--- src/rtl/easyaxi_mst_wr.sv ---
// AXI4 write-burst traffic generator: issues TXN_NUM INCR bursts of BURST_LEN beats on AW/W,
// collects each B response, then holds done until enable drops. One burst outstanding at a time.
module easyaxi_mst_wr #(
  parameter int unsigned          ADDR_WIDTH = 16,
  parameter int unsigned          DATA_WIDTH = 32,
  parameter int unsigned          ID_WIDTH   = 4,
  parameter int unsigned          BURST_LEN  = 4,
  parameter int unsigned          TXN_NUM    = 4,
  parameter logic [ADDR_WIDTH-1:0] BASE_ADDR = '0
) (
  input  logic                    clk_i,
  input  logic                    rst_i,
  input  logic                    enable_i,
  output logic                    done_o,
  output logic                    err_o,
  output logic [ID_WIDTH-1:0]     awid_o,
  output logic [ADDR_WIDTH-1:0]   awaddr_o,
  output logic [7:0]              awlen_o,
  output logic [2:0]              awsize_o,
  output logic [1:0]              awburst_o,
  output logic                    awvalid_o,
  input  logic                    awready_i,
  output logic [DATA_WIDTH-1:0]   wdata_o,
  output logic [DATA_WIDTH/8-1:0] wstrb_o,
  output logic                    wlast_o,
  output logic                    wvalid_o,
  input  logic                    wready_i,
  input  logic [ID_WIDTH-1:0]     bid_i,
  input  logic [1:0]              bresp_i,
  input  logic                    bvalid_i,
  output logic                    bready_o
);

  localparam int unsigned STRB_WIDTH  = DATA_WIDTH / 8;
  localparam int unsigned BEAT_W      = $clog2(BURST_LEN + 1);
  localparam int unsigned TXN_W       = $clog2(TXN_NUM + 1);
  localparam int unsigned BURST_BYTES = BURST_LEN * STRB_WIDTH;

  typedef enum logic [2:0] {S_IDLE, S_AW, S_W, S_B, S_DONE} state_e;

  state_e                  state_q, state_d;
  logic [TXN_W-1:0]        txn_q, txn_d;
  logic [BEAT_W-1:0]       beat_q, beat_d;
  logic                    err_q, err_d;
  logic [ADDR_WIDTH-1:0]   awaddr_q, awaddr_d;
  logic [ID_WIDTH-1:0]     awid_q, awid_d;
  logic [DATA_WIDTH-1:0]   wdata_q, wdata_d;
  logic [ADDR_WIDTH-1:0]   beat_addr;
  logic                    wlast_q, wlast_d;
  logic                    awvalid_q, awvalid_d;
  logic                    wvalid_q, wvalid_d;
  logic                    bready_q, bready_d;
  logic                    done_q, done_d;
  logic                    last_beat, last_txn;

  assign last_beat = (beat_q == BEAT_W'(BURST_LEN - 1));
  assign last_txn  = (txn_q == TXN_W'(TXN_NUM - 1));

  always_ff @(posedge clk_i or posedge rst_i) begin
    if (rst_i) state_q <= S_IDLE;
    else       state_q <= state_d;
  end

  always_comb begin
    state_d = state_q;
    case (state_q)
      S_IDLE: if (enable_i) state_d = S_AW;
      S_AW:   if (awready_i) state_d = S_W;
      S_W:    if (wready_i && last_beat) state_d = S_B;
      S_B:    if (bvalid_i) state_d = last_txn ? S_DONE : S_AW;
      S_DONE: if (!enable_i) state_d = S_IDLE;
      default: state_d = S_IDLE;
    endcase
  end

  // Counters and next-cycle outputs; payload is a pure function of the counters, so it holds under stall.
  always_comb begin
    txn_d  = txn_q;
    beat_d = beat_q;
    err_d  = err_q;
    case (state_q)
      S_IDLE: if (enable_i) begin
        txn_d = '0;
        err_d = 1'b0;
      end
      S_AW: if (awready_i) beat_d = '0;
      S_W:  if (wready_i) beat_d = beat_q + BEAT_W'(1);
      S_B:  if (bvalid_i) begin
        if (bresp_i != 2'b00 || bid_i != awid_q) err_d = 1'b1;
        if (!last_txn) txn_d = txn_q + TXN_W'(1);
      end
      default: ;
    endcase
    awaddr_d  = BASE_ADDR + ADDR_WIDTH'(txn_d) * ADDR_WIDTH'(BURST_BYTES);
    beat_addr = awaddr_d + ADDR_WIDTH'(beat_d) * ADDR_WIDTH'(STRB_WIDTH);
    wdata_d   = DATA_WIDTH'(beat_addr);
    awid_d    = ID_WIDTH'(txn_d);
    awvalid_d = (state_d == S_AW);
    wvalid_d  = (state_d == S_W);
    wlast_d   = (state_d == S_W) && (beat_d == BEAT_W'(BURST_LEN - 1));
    bready_d  = (state_d == S_B);
    done_d    = (state_d == S_DONE);
  end

  always_ff @(posedge clk_i or posedge rst_i) begin
    if (rst_i) begin
      txn_q     <= '0;
      beat_q    <= '0;
      err_q     <= 1'b0;
      awaddr_q  <= '0;
      awid_q    <= '0;
      wdata_q   <= '0;
      wlast_q   <= 1'b0;
      awvalid_q <= 1'b0;
      wvalid_q  <= 1'b0;
      bready_q  <= 1'b0;
      done_q    <= 1'b0;
    end else begin
      txn_q     <= txn_d;
      beat_q    <= beat_d;
      err_q     <= err_d;
      awaddr_q  <= awaddr_d;
      awid_q    <= awid_d;
      wdata_q   <= wdata_d;
      wlast_q   <= wlast_d;
      awvalid_q <= awvalid_d;
      wvalid_q  <= wvalid_d;
      bready_q  <= bready_d;
      done_q    <= done_d;
    end
  end

  assign done_o    = done_q;
  assign err_o     = err_q;
  assign awid_o    = awid_q;
  assign awaddr_o  = awaddr_q;
  assign awlen_o   = 8'(BURST_LEN - 1);
  assign awsize_o  = 3'($clog2(STRB_WIDTH));
  assign awburst_o = 2'b01;
  assign awvalid_o = awvalid_q;
  assign wdata_o   = wdata_q;
  assign wstrb_o   = '1;
  assign wlast_o   = wlast_q;
  assign wvalid_o  = wvalid_q;
  assign bready_o  = bready_q;

endmodule

--- config.mk ---
export PLATFORM = sky130hd
export DESIGN_NAME = easyaxi_mst_wr
export DESIGN_NICKNAME = d
export VERILOG_FILES = /design/src/rtl/easyaxi_mst_wr.sv
export SDC_FILE = /design/constraint.sdc
export NUM_CORES = 1
export LEC_CHECK = 0
export CAP_MARGIN = 20
export CORE_MARGIN = 5
export CORE_UTILIZATION = 35
export CTS_BUF_LIST = sky130_fd_sc_hd__clkbuf_4 sky130_fd_sc_hd__clkbuf_8
export DETAILED_ROUTE_END_ITERATION = 12
export PLACE_DENSITY = 0.77
export SYNTH_ARGS = -nofsm -noshare
export SYNTH_HDL_FRONTEND = slang
export SYNTH_SLANG_ARGS = --single-unit
--- constraint.sdc ---
create_clock -name clk_i -period 2.4 [get_ports clk_i]
set_input_delay 0.36 -clock clk_i [delete_from_list [all_inputs] [get_ports clk_i]]
set_output_delay 0.36 -clock clk_i [all_outputs]
set_load 0.05 [all_outputs]
==> summary.md, run 1 <==
| Metric | Value |
|---|---|
| # DRC | `0` |
| Unrepaired setup endpoints after global routing | `false` |
| Worst EP required | `2.54 ns` |
| CTS Hold Buffers Added | `0` |
| Setup tns final | `0 ns` |
| FP Rows | `23` |
| Initial Util | `0.354` |
| Max incr delay on CP | `0.58 ns` |
| Area of the multi-input gates | `606 um^2` |
| Vias per cell | `3.89` |
| Largest area contributor in the netlist | `dfrtp_1` |
| Pwr dens | `1100 nW/um^2` |
| EDFF count, synth | `0` |
| Hold path depth | `2` |
| Clk sinks | `19` |
| Worst-case reg-to-reg path depth | `6` |
| Arr. time, crit path | `2.10 ns` |
| Most frequent cells after synthesis | `buf_4 (62), dfrtp_1 (19), inv_1 (9)` |
| Synthesized area | `1400 um^2` |
| Count leader, synth | `buf_4` |
| Routed Antenna Nets | `0` |
| Die area | `5350 um^2` |
| Top-level I/O count | `87` |
| Min-delay worst type | `register to register` |
| RePlAce Congestion | `0.701` |
| Worst path most repeated cell | `ha_1` |
| Max Cap Viol | `0` |
| Initial DRC Count | `61` |
| VDD IR-drop max | `418 uV` |
| Total power | `0.00168 W` |
| Worst path depth | `6` |
| Top cell type's share of synthesized area | `0.341` |
| Layout net count | `186` |
| Clk Latency, worst-skew pair | `0.25 ns` |
| Hpwl dp | `1.98 mm` |
| GRT overflow | `0` |
| Placeable Area | `3940 um^2` |
| Final setup fails | `0` |
| Synth top area cells | `dfrtp_1 (34%), buf_4 (33%), ha_1 (4.5%)` |
| Syn avg cell area | `9.69 um^2` |
| FF/Latch Area | `475 um^2` |
| Overall Global Routing Usage | `0.0909` |
| Syn Inst Count | `144` |
| # port buffers | `29` |
| Number of global-route vias before repair | `780` |
| Crit share post-route | `0.818` |
| Cell family with most CP delay | `simple AND/OR/NAND/NOR gates` |
| Fillers | `411` |
| Area delta synth->final | `9.24%` |
| Chip width | `73.1 um` |
| Largest net degree at the start of global routing | `20` |
| Distinct cells, synth | `38` |
| Flops & latches, synth | `19` |
| Postcts setup bufs | `0` |
| First-pass GRT wire length | `3.71 mm` |
| Final Hold Fails | `0` |
| Critical Path Slowest Stage Cell | `or4b_1` |
| Nature of the critical path startpoint | `register` |
| Asr flop ratio synth | `1.00` |
| Clock buffer depth | `2` |
| Register area share after synthesis | `0.341` |
| Fin. max-slew vios | `0` |
| CTS tree | `built` |
| Clock-pin slew on the worst setup and hold paths | `0.07 ns` |
| Leak | `0.799 nW` |
| Crit path kind | `register to register` |
| Post-CTS Resized | `0` |
| Worst path cell trace | `or4b_1 -> nand3_1 -> o21ai_0 -> ha_1 -> ha_1 -> xor2_1` |
| Crit end category | `register` |
| Vias | `849` |
| Layout Skew | `0.00235 ns` |
| CTS buffer count | `3` |
| Die H | `73.1 um` |
| Routed wire length | `2.45 mm` |
| Buf/Inv on CP | `0` |
| Max transition margin | `0.519` |
| Status | `complete, no violations` |
| Least-Margin Pin Slew | `0.721 ns` |
| Period minus WS final | `1.96 ns` |
| Initial antenna violation count | `0` |
| First-pass DRT Iterations | `2` |
| Crit-path max FO | `11` |
| Top_reg_cell synth | `dfrtp_1` |
| Synth Warn # | `0` |
| Fmax | `510 MHz` |
| H-tree depth | `1` |
| Root Driver | `clkbuf_8` |
| # diodes | `0` |
| Post-DR wirelength/cell | `11.2 um` |
| Share of layout cells above drive strength 1 | `0.0655` |
==> cells by family (layout without fill, tap and decap cells) <==
logic type	after synthesis	after routing	share of synthesized area
XOR/XNOR	4	4	0.0251
flip-flops	19	19	0.341
AO/OA/AOI/OAI	15	15	0.0807
other	2	57	0.00538
multiplexers	2	2	0.0144
buffers and inverters	74	43	0.373
AND/OR/NAND/NOR	23	23	0.116
adder cells (fa/ha/maj)	5	5	0.0448
==> per-stage QoR <==
| step | setup slack, ns | cells | area (um^2) | hold WS, ns | utilization |
|---|---|---|---|---|---|
| 2_1_floorplan | 0.392 | 199 | 1600 | 0.311 | - |
| 3_3_place_gp | 0.250 | 214 | 1480 | 0.459 | 0.374 |
| 3_5_place_dp | 0.177 | 214 | 1480 | 0.471 | 0.374 |
| 4_1_cts | 0.443 | 218 | 1520 | 0.487 | 0.387 |
| 5_1_grt | 0.283 | 218 | 1520 | 0.535 | 0.387 |
| 6_report | 0.438 | 218 | 1520 | 0.476 | 0.387 |
==> worst reg2reg max path, delay by kind of cell (launching register included) <==
family,cells,cell delay (ns)
XOR/XNOR,1,0.16
flip-flops,1,0.49
adder cells (fa/ha/maj),2,0.41
AND/OR/NAND/NOR,2,0.69
AO/OA/AOI/OAI,1,0.12
==> registers in the layout (all words and copies together) (netlist names) <==
name / cells
err_o: 1
state_q: 3
wdata_o: 4
done_o: 1
bready_o: 1
wlast_o: 1
wvalid_o: 1
beat_q: 3
awaddr_o: 3
awvalid_o: 1
==> per-layer routing <==
metal,track usage,vias up,wire [um]
li1,-,401,-
met5,0,-,0
met2,0.144,43,1200
met1,0.118,401,982
met4,0.0492,0,48
met3,0.0138,4,220
==> layout by cell type (no fill, tap or decap), types with 2 or more instances in the layout <==
| master | Yosys | layout |
|---|---|---|
| a21oi_1 | 2 | 2 |
| a22o_1 | 2 | 2 |
| and4b_1 | 2 | 2 |
| clkbuf_8 | 0 | 3 |
| clkdlybuf4s50_1 | 0 | 29 |
| conb_1 | 2 | 57 |
| dfrtp_1 | 19 | 19 |
| ha_1 | 5 | 5 |
| inv_1 | 9 | 9 |
| mux2i_1 | 2 | 2 |
| nand2_1 | 6 | 6 |
| nor2_1 | 3 | 3 |
| xnor2_1 | 3 | 3 |
==> cell type report <==
type / instances / area share
repair buffers: 30 / 0.195
well taps: 50 / 0.0411
inverters: 9 / 0.0222
flip-flops and latches: 19 / 0.312
multi-input cells: 106 / 0.397
clock buffers: 4 / 0.0320
==> power breakdown <==
group	internal (W)	switching (W)	leakage (nW)	total, W
registers	0.000412	0.0000937	0.253	0.000506
clock network	0.000129	0.0000974	0.0262	0.000226
logic	0.000291	0.000655	0.520	0.000946
==> worst paths after layout <==
kind,slack [ns],start,endpoint
worst min-delay path,0.48,err_o$_DFFE_PP0P_,err_o$_DFFE_PP0P_
min in group asynchronous,0.53,rst_i,bready_o$_DFF_PP0_
worst max register to register,0.44,state_q[0]$_DFF_PP0_,wdata_o[6]$_DFF_PP0_
max in group asynchronous,1.42,rst_i,awaddr_o[4]$_DFF_PP0_
worst max-delay path,0.44,state_q[0]$_DFF_PP0_,wdata_o[6]$_DFF_PP0_
worst min register to register,0.48,err_o$_DFFE_PP0P_,err_o$_DFFE_PP0P_
(Power assumes the default switching activity.)
==> run 2: changes to the inputs <==
--- a/config.mk
+++ b/config.mk
@@ -7,10 +7,10 @@
 export LEC_CHECK = 0
 export CAP_MARGIN = 20
 export CORE_MARGIN = 5
-export CORE_UTILIZATION = 35
+export CORE_UTILIZATION = 34
 export CTS_BUF_LIST = sky130_fd_sc_hd__clkbuf_4 sky130_fd_sc_hd__clkbuf_8
 export DETAILED_ROUTE_END_ITERATION = 12
-export PLACE_DENSITY = 0.77
+export PLACE_DENSITY = 0.78
 export SYNTH_ARGS = -nofsm -noshare
 export SYNTH_HDL_FRONTEND = slang
 export SYNTH_SLANG_ARGS = --single-unit
==> constraint.sdc (replaced) <==
create_clock -name clk_i -period 1.75 [get_ports clk_i]
set_input_delay 0.2625 -clock clk_i [delete_from_list [all_inputs] [get_ports clk_i]]
set_output_delay 0.2625 -clock clk_i [all_outputs]
set_load 0.05 [all_outputs]
==> summary.md, run 2 (same netlist as run 1, synthesis figures left out) <==
| Metric | Value |
|---|---|
| Status | `complete, no violations` |
| Cell family with most CP delay | `flip-flops` |
| Total power | `0.00255 W` |
| Routed Antenna Nets | `0` |
| Share of layout cells above drive strength 1 | `0.326` |
| Worst EP required | `1.89 ns` |
| Fmax | `575 MHz` |
| Critical Path Slowest Stage Cell | `dfrtp_2` |
| Crit end category | `register` |
| Max incr delay on CP | `0.45 ns` |
| Max FFs per register | `4` |
| Arr. time, crit path | `1.88 ns` |
| FP Rows | `23` |
| Buf/Inv on CP | `1` |
| Layout Skew | `0.00238 ns` |
| Top-level I/O count | `87` |
| Met3 Use GR | `0.0243` |
| Pwr dens | `1480 nW/um^2` |
| Unrepaired setup endpoints after global routing | `true` |
| Commonest non-fill, non-tap cell in the layout | `conb_1` |
| Final instance area | `1720 um^2` |
| Final Hold Fails | `0` |
| Largest net degree at the start of global routing | `20` |
| Clk sinks | `19` |
| Hpwl dp | `2.13 mm` |
| Die area | `5480 um^2` |
| # diodes | `0` |
| Min-delay worst type | `input port to async pin` |
| Placed instance area | `1590 um^2` |
| Clock-pin slew on the worst setup and hold paths | `0.07 ns` |
| Vias | `944` |
| CTS tree | `built` |
| RePlAce Congestion | `0.805` |
| Final Util | `0.430` |
| Chip width | `74.1 um` |
| Nature of the critical path startpoint | `register` |
| Crit-path max FO | `5` |
| Die H | `74.1 um` |
| Number of global-route vias before repair | `885` |
| Layout net count | `208` |
| Initial DRC Count | `104` |
| First-pass GRT wire length | `4.10 mm` |
| Overall Global Routing Usage | `0.0962` |
| Max Cap Viol | `0` |
| Post-DR wirelength/cell | `11.5 um` |
| Root Driver | `clkbuf_8` |
| CTS buffer count | `3` |
| Crit path kind | `register to register` |
| Clk Latency, worst-skew pair | `0.25 ns` |
| Initial Util | `0.349` |
| GRT overflow | `0` |
| Leak | `0.931 nW` |
| Commonest non-fill, non-tap cells in the layout | `conb_1 (57), buf_4 (37), dfrtp_1 (16), clkdlybuf4s50_1 (11), inv_1 (9)` |
| # DRC | `0` |
| Hold slack | `0.330 ns` |
| Initial antenna violation count | `0` |
| Met2 usage | `0.159` |
| Placeable Area | `4000 um^2` |
| Final setup fails | `0` |
| Routed wire length | `2.75 mm` |
| H-tree depth | `1` |
| Area delta synth->final | `23.3%` |
| M1 GR Usage | `0.118` |
| GR peak layer | `met2` |
| Fin. max-slew vios | `0` |
| Worst path cell trace | `buf_6 -> and4bb_2 -> nor2_1 -> a22o_1 -> ha_2 -> ha_4 -> xor2_1` |
| # port buffers | `29` |
| VDD IR-drop max | `506 uV` |
| Crit share post-route | `0.994` |
| Vias per cell | `3.93` |
| Period minus WS final | `1.74 ns` |
| Clock buffer depth | `2` |
| First-pass DRT Iterations | `4` |
## run 2: cell types whose count changed in the layout (fill, tap and decap cells not counted), moves of 3 or more
cell	delta
clkdlybuf4s50_1	-18
ha_1	-4
dfrtp_2	+3
buf_6	+3
dfrtp_1	-3
buf_4	+36
## run 2: path summary, 6_finish.rpt
check	slack (ns)	depth (start not counted)	startpoint	end
setup / recovery	0.01	7	state_q[2]$_DFF_PP0_	wdata_o[6]$_DFF_PP0_
hold / removal	0.33	3	rst_i	bready_o$_DFF_PP0_
setup reg to reg	0.01	7	state_q[2]$_DFF_PP0_	wdata_o[6]$_DFF_PP0_
hold reg to reg	0.48	2	err_o$_DFFE_PP0P_	err_o$_DFFE_PP0P_
max in group asynchronous	1.20	3	rst_i	awaddr_o[5]$_DFF_PP0_
min in group clk_i	0.48	2	err_o$_DFFE_PP0P_	err_o$_DFFE_PP0P_
## run 2: report_power, final
group	switching, W	internal (W)	total, W
sequential	0.0000824	0.000568	0.000651
combinational	0.00102	0.000562	0.00158
clock	0.000141	0.000177	0.000319
## run 2: final cells by class
class                   count  area, um^2
fillers                   389        2280
multi-input cells         106         666
flip-flops and latches     19         479
repair buffers             52         430
well taps                  50        62.6
clock buffers               4        48.8
inverters                   9        33.8
## run 2: worst register-to-register path, cell delays in order, from the launching register on
cell and delay [ns]:
dfrtp_2 0.45, buf_6 0.13, and4bb_2 0.27, nor2_1 0.05
a22o_1 0.23, ha_2 0.20, ha_4 0.15, xor2_1 0.14
## run 2: metal layers
metal | part of all wire | vias to the layer above
met5 | 0 | -
met4 | 0.014 | 0
met3 | 0.11 | 5
met2 | 0.50 | 51
met1 | 0.37 | 446
li1 | - | 442
## run 2: metrics by stage
step / worst slack [ns] / TNS (ns) / instances
floorplan: 0.00150 / 0 / 199
global placement: -0.326 / -0.867 / 231
detailed placement: -0.350 / -0.974 / 231
CTS: 0.00145 / 0 / 239
global route: -0.0416 / -0.0416 / 240
finish: 0.00998 / 0 / 240
## run 2: repair_timing
action	CTS	global route
setup buffers	4	1
endpoints found under the setup margin	2	3
hold buffers	0	0
pin swaps	3	4
gates resized for setup	5	7
==> run 3: changes to the inputs <==
==> constraint.sdc (replaced) <==
create_clock -name clk_i -period 1.75 [get_ports clk_i]
set_input_delay 0.2625 -clock clk_i [delete_from_list [all_inputs] [get_ports clk_i]]
set_output_delay 0.2625 -clock clk_i [all_outputs]
set_load 0.1 [all_outputs]
==> summary.md, run 3 (same netlist as run 1, synthesis figures left out) <==
| Metric | Value |
|---|---|
| Placed Cells | `230` |
| Clock share of power | `0.087` |
| Die H | `74.1 um` |
| Initial antenna violation count | `0` |
| Number of global-route vias before repair | `838` |
| # DRC | `0` |
| Chip width | `74.1 um` |
| Top-level I/O count | `87` |
| Placeable Area | `4000 um^2` |
| Max Cap Viol | `0` |
| Vias | `958` |
| Period minus WS final | `1.77 ns` |
| Post-route insts no fill | `244` |
| Crit share post-route | `1.01` |
| Vias per cell | `3.93` |
| First-pass GRT wire length | `4.24 mm` |
| Area delta synth->final | `44.0%` |
| Initial Util | `0.349` |
| # port buffers | `29` |
| Pwr dens | `1840 nW/um^2` |
| Gate power share | `0.729` |
| Max FFs per register | `4` |
| Cell Int Power | `0.00164 W` |
| Failing checks | `setup timing` |
| Setup ws final | `-0.0162 ns` |
| Commonest non-fill, non-tap cells in the layout | `conb_1 (57), buf_4 (22), buf_12 (18), dfrtp_1 (16), clkdlybuf4s50_1 (10)` |
| Die area | `5480 um^2` |
| VDD IR-drop max | `987 uV` |
| Leak | `1.04 nW` |
| Hold slack | `0.310 ns` |
| Switching Share | `0.555` |
| First-pass DRT Iterations | `4` |
| Unrepaired setup endpoints after global routing | `true` |
| Clock buffer depth | `2` |
| Hpwl dp | `2.36 mm` |
| Crit end category | `register` |
| Initial DRC Count | `14` |
| Min-delay worst type | `input port to async pin` |
| Crit path kind | `register to register` |
| Clk sinks | `19` |
| CTS buffer count | `3` |
| Worst EP required | `1.91 ns` |
| Fmax | `566 MHz` |
| Commonest non-fill, non-tap cell in the layout | `conb_1` |
| Final setup fails | `1` |
| Clk Latency, worst-skew pair | `0.26 ns` |
| GRT overflow | `0` |
| Nature of the critical path startpoint | `register` |
| Routed Antenna Nets | `0` |
| CTS tree | `built` |
| Worst slack, placed | `-0.328 ns` |
| RePlAce Congestion | `0.813` |
| FP Rows | `23` |
| Layout net count | `212` |
| Share of layout cells above drive strength 1 | `0.361` |
| Status | `finished with violations` |
| Largest net degree at the start of global routing | `20` |
| Routed wire length | `3.13 mm` |
| Power share of the sequential group | `0.185` |
| Net Sw Power | `0.00205 W` |
| Arr. time, crit path | `1.92 ns` |
| # diodes | `0` |
| Final Hold Fails | `0` |
| Fin. max-slew vios | `0` |
| Clock-pin slew on the worst setup and hold paths | `0.08 ns` |
| Root Driver | `clkbuf_8` |
| Crit-path max FO | `5` |
| Overall Global Routing Usage | `0.104` |
| Layout Skew | `0.00799 ns` |
| Post-DR wirelength/cell | `12.8 um` |
| H-tree depth | `1` |
| Final instance area | `2010 um^2` |
| Placed instance area | `1820 um^2` |
==> run 3: what timing repair did <==
action | 4_1_cts | 5_1_grt
buffers inserted | 1 | 8
gates cloned | 0 | 1
gates resized for setup | 7 | 9
setup endpoints to repair | 1 | 3
hold buffers | 0 | 0
pin swaps | 2 | 4
==> run 3: stage by stage <==
| stage | power (W) | util | setup TNS (ns) |
|---|---|---|---|
| after CTS | 0.00353 | 0.476 | 0 |
| after floorplan | 0.00249 | - | -0.00262 |
| after global placement | 0.00310 | 0.454 | -0.756 |
| final | 0.00369 | 0.502 | -0.0162 |
| after global routing | 0.00383 | 0.502 | -0.0684 |
| after detailed placement | 0.00313 | 0.454 | -0.933 |
==> run 3: routing by layer <==
| metal | global-route usage | vias up | wire length, um |
|---|---|---|---|
| met1 | 0.121 | 454 | 1190 |
| met2 | 0.179 | 49 | 1590 |
| li1 | - | 450 | - |
| met5 | 0 | - | 0 |
| met4 | 0.0543 | 0 | 55 |
| met3 | 0.0203 | 5 | 284 |
==> run 3: cell type report <==
class / count / area (um^2)
Tap cell: 50 / 62.6
Timing Repair Buffer: 56 / 688
Inverter: 9 / 33.8
Clock inverter: 1 / 5.00
Sequential cell: 19 / 484
Fill cell: 358 / 1990
Multi-Input combinational cell: 106 / 694
Clock buffer: 3 / 41.3
==> run 3: power groups by stage <==
stage	clock [W]	combinational [W]	sequential, W
CTS	0.000322	0.00253	0.000678
floorplan	0	0.00134	0.00116
global route	0.000336	0.00280	0.000694
global placement	0	0.00243	0.000671
detailed placement	0	0.00246	0.000676
finish	0.000320	0.00269	0.000681
==> run 3: worst paths after layout <==
kind                                           start               endpoint  slack (ns)  cells after the start
worst max-delay path            state_q[2]$_DFF_PP0_   wdata_o[6]$_DFF_PP0_       -0.02                      7
worst min-delay path                           rst_i   state_q[2]$_DFF_PP0_        0.31                      3
worst max register to register  state_q[2]$_DFF_PP0_   wdata_o[6]$_DFF_PP0_       -0.02                      7
worst min register to register     err_o$_DFFE_PP0P_      err_o$_DFFE_PP0P_        0.55                      2
max in group asynchronous                      rst_i  awaddr_o[4]$_DFF_PP0_        1.22                      3
min in group clk_i                          enable_i       done_o$_DFF_PP0_        0.37                      3
==> run 3: critical path, cell delays in order (launching register included) <==
cell	delay, ns
dfrtp_1	0.41
buf_6	0.14
and4bb_4	0.37
nor2_4	0.04
a22o_4	0.24
ha_4	0.17
ha_4	0.15
xor2_1	0.15
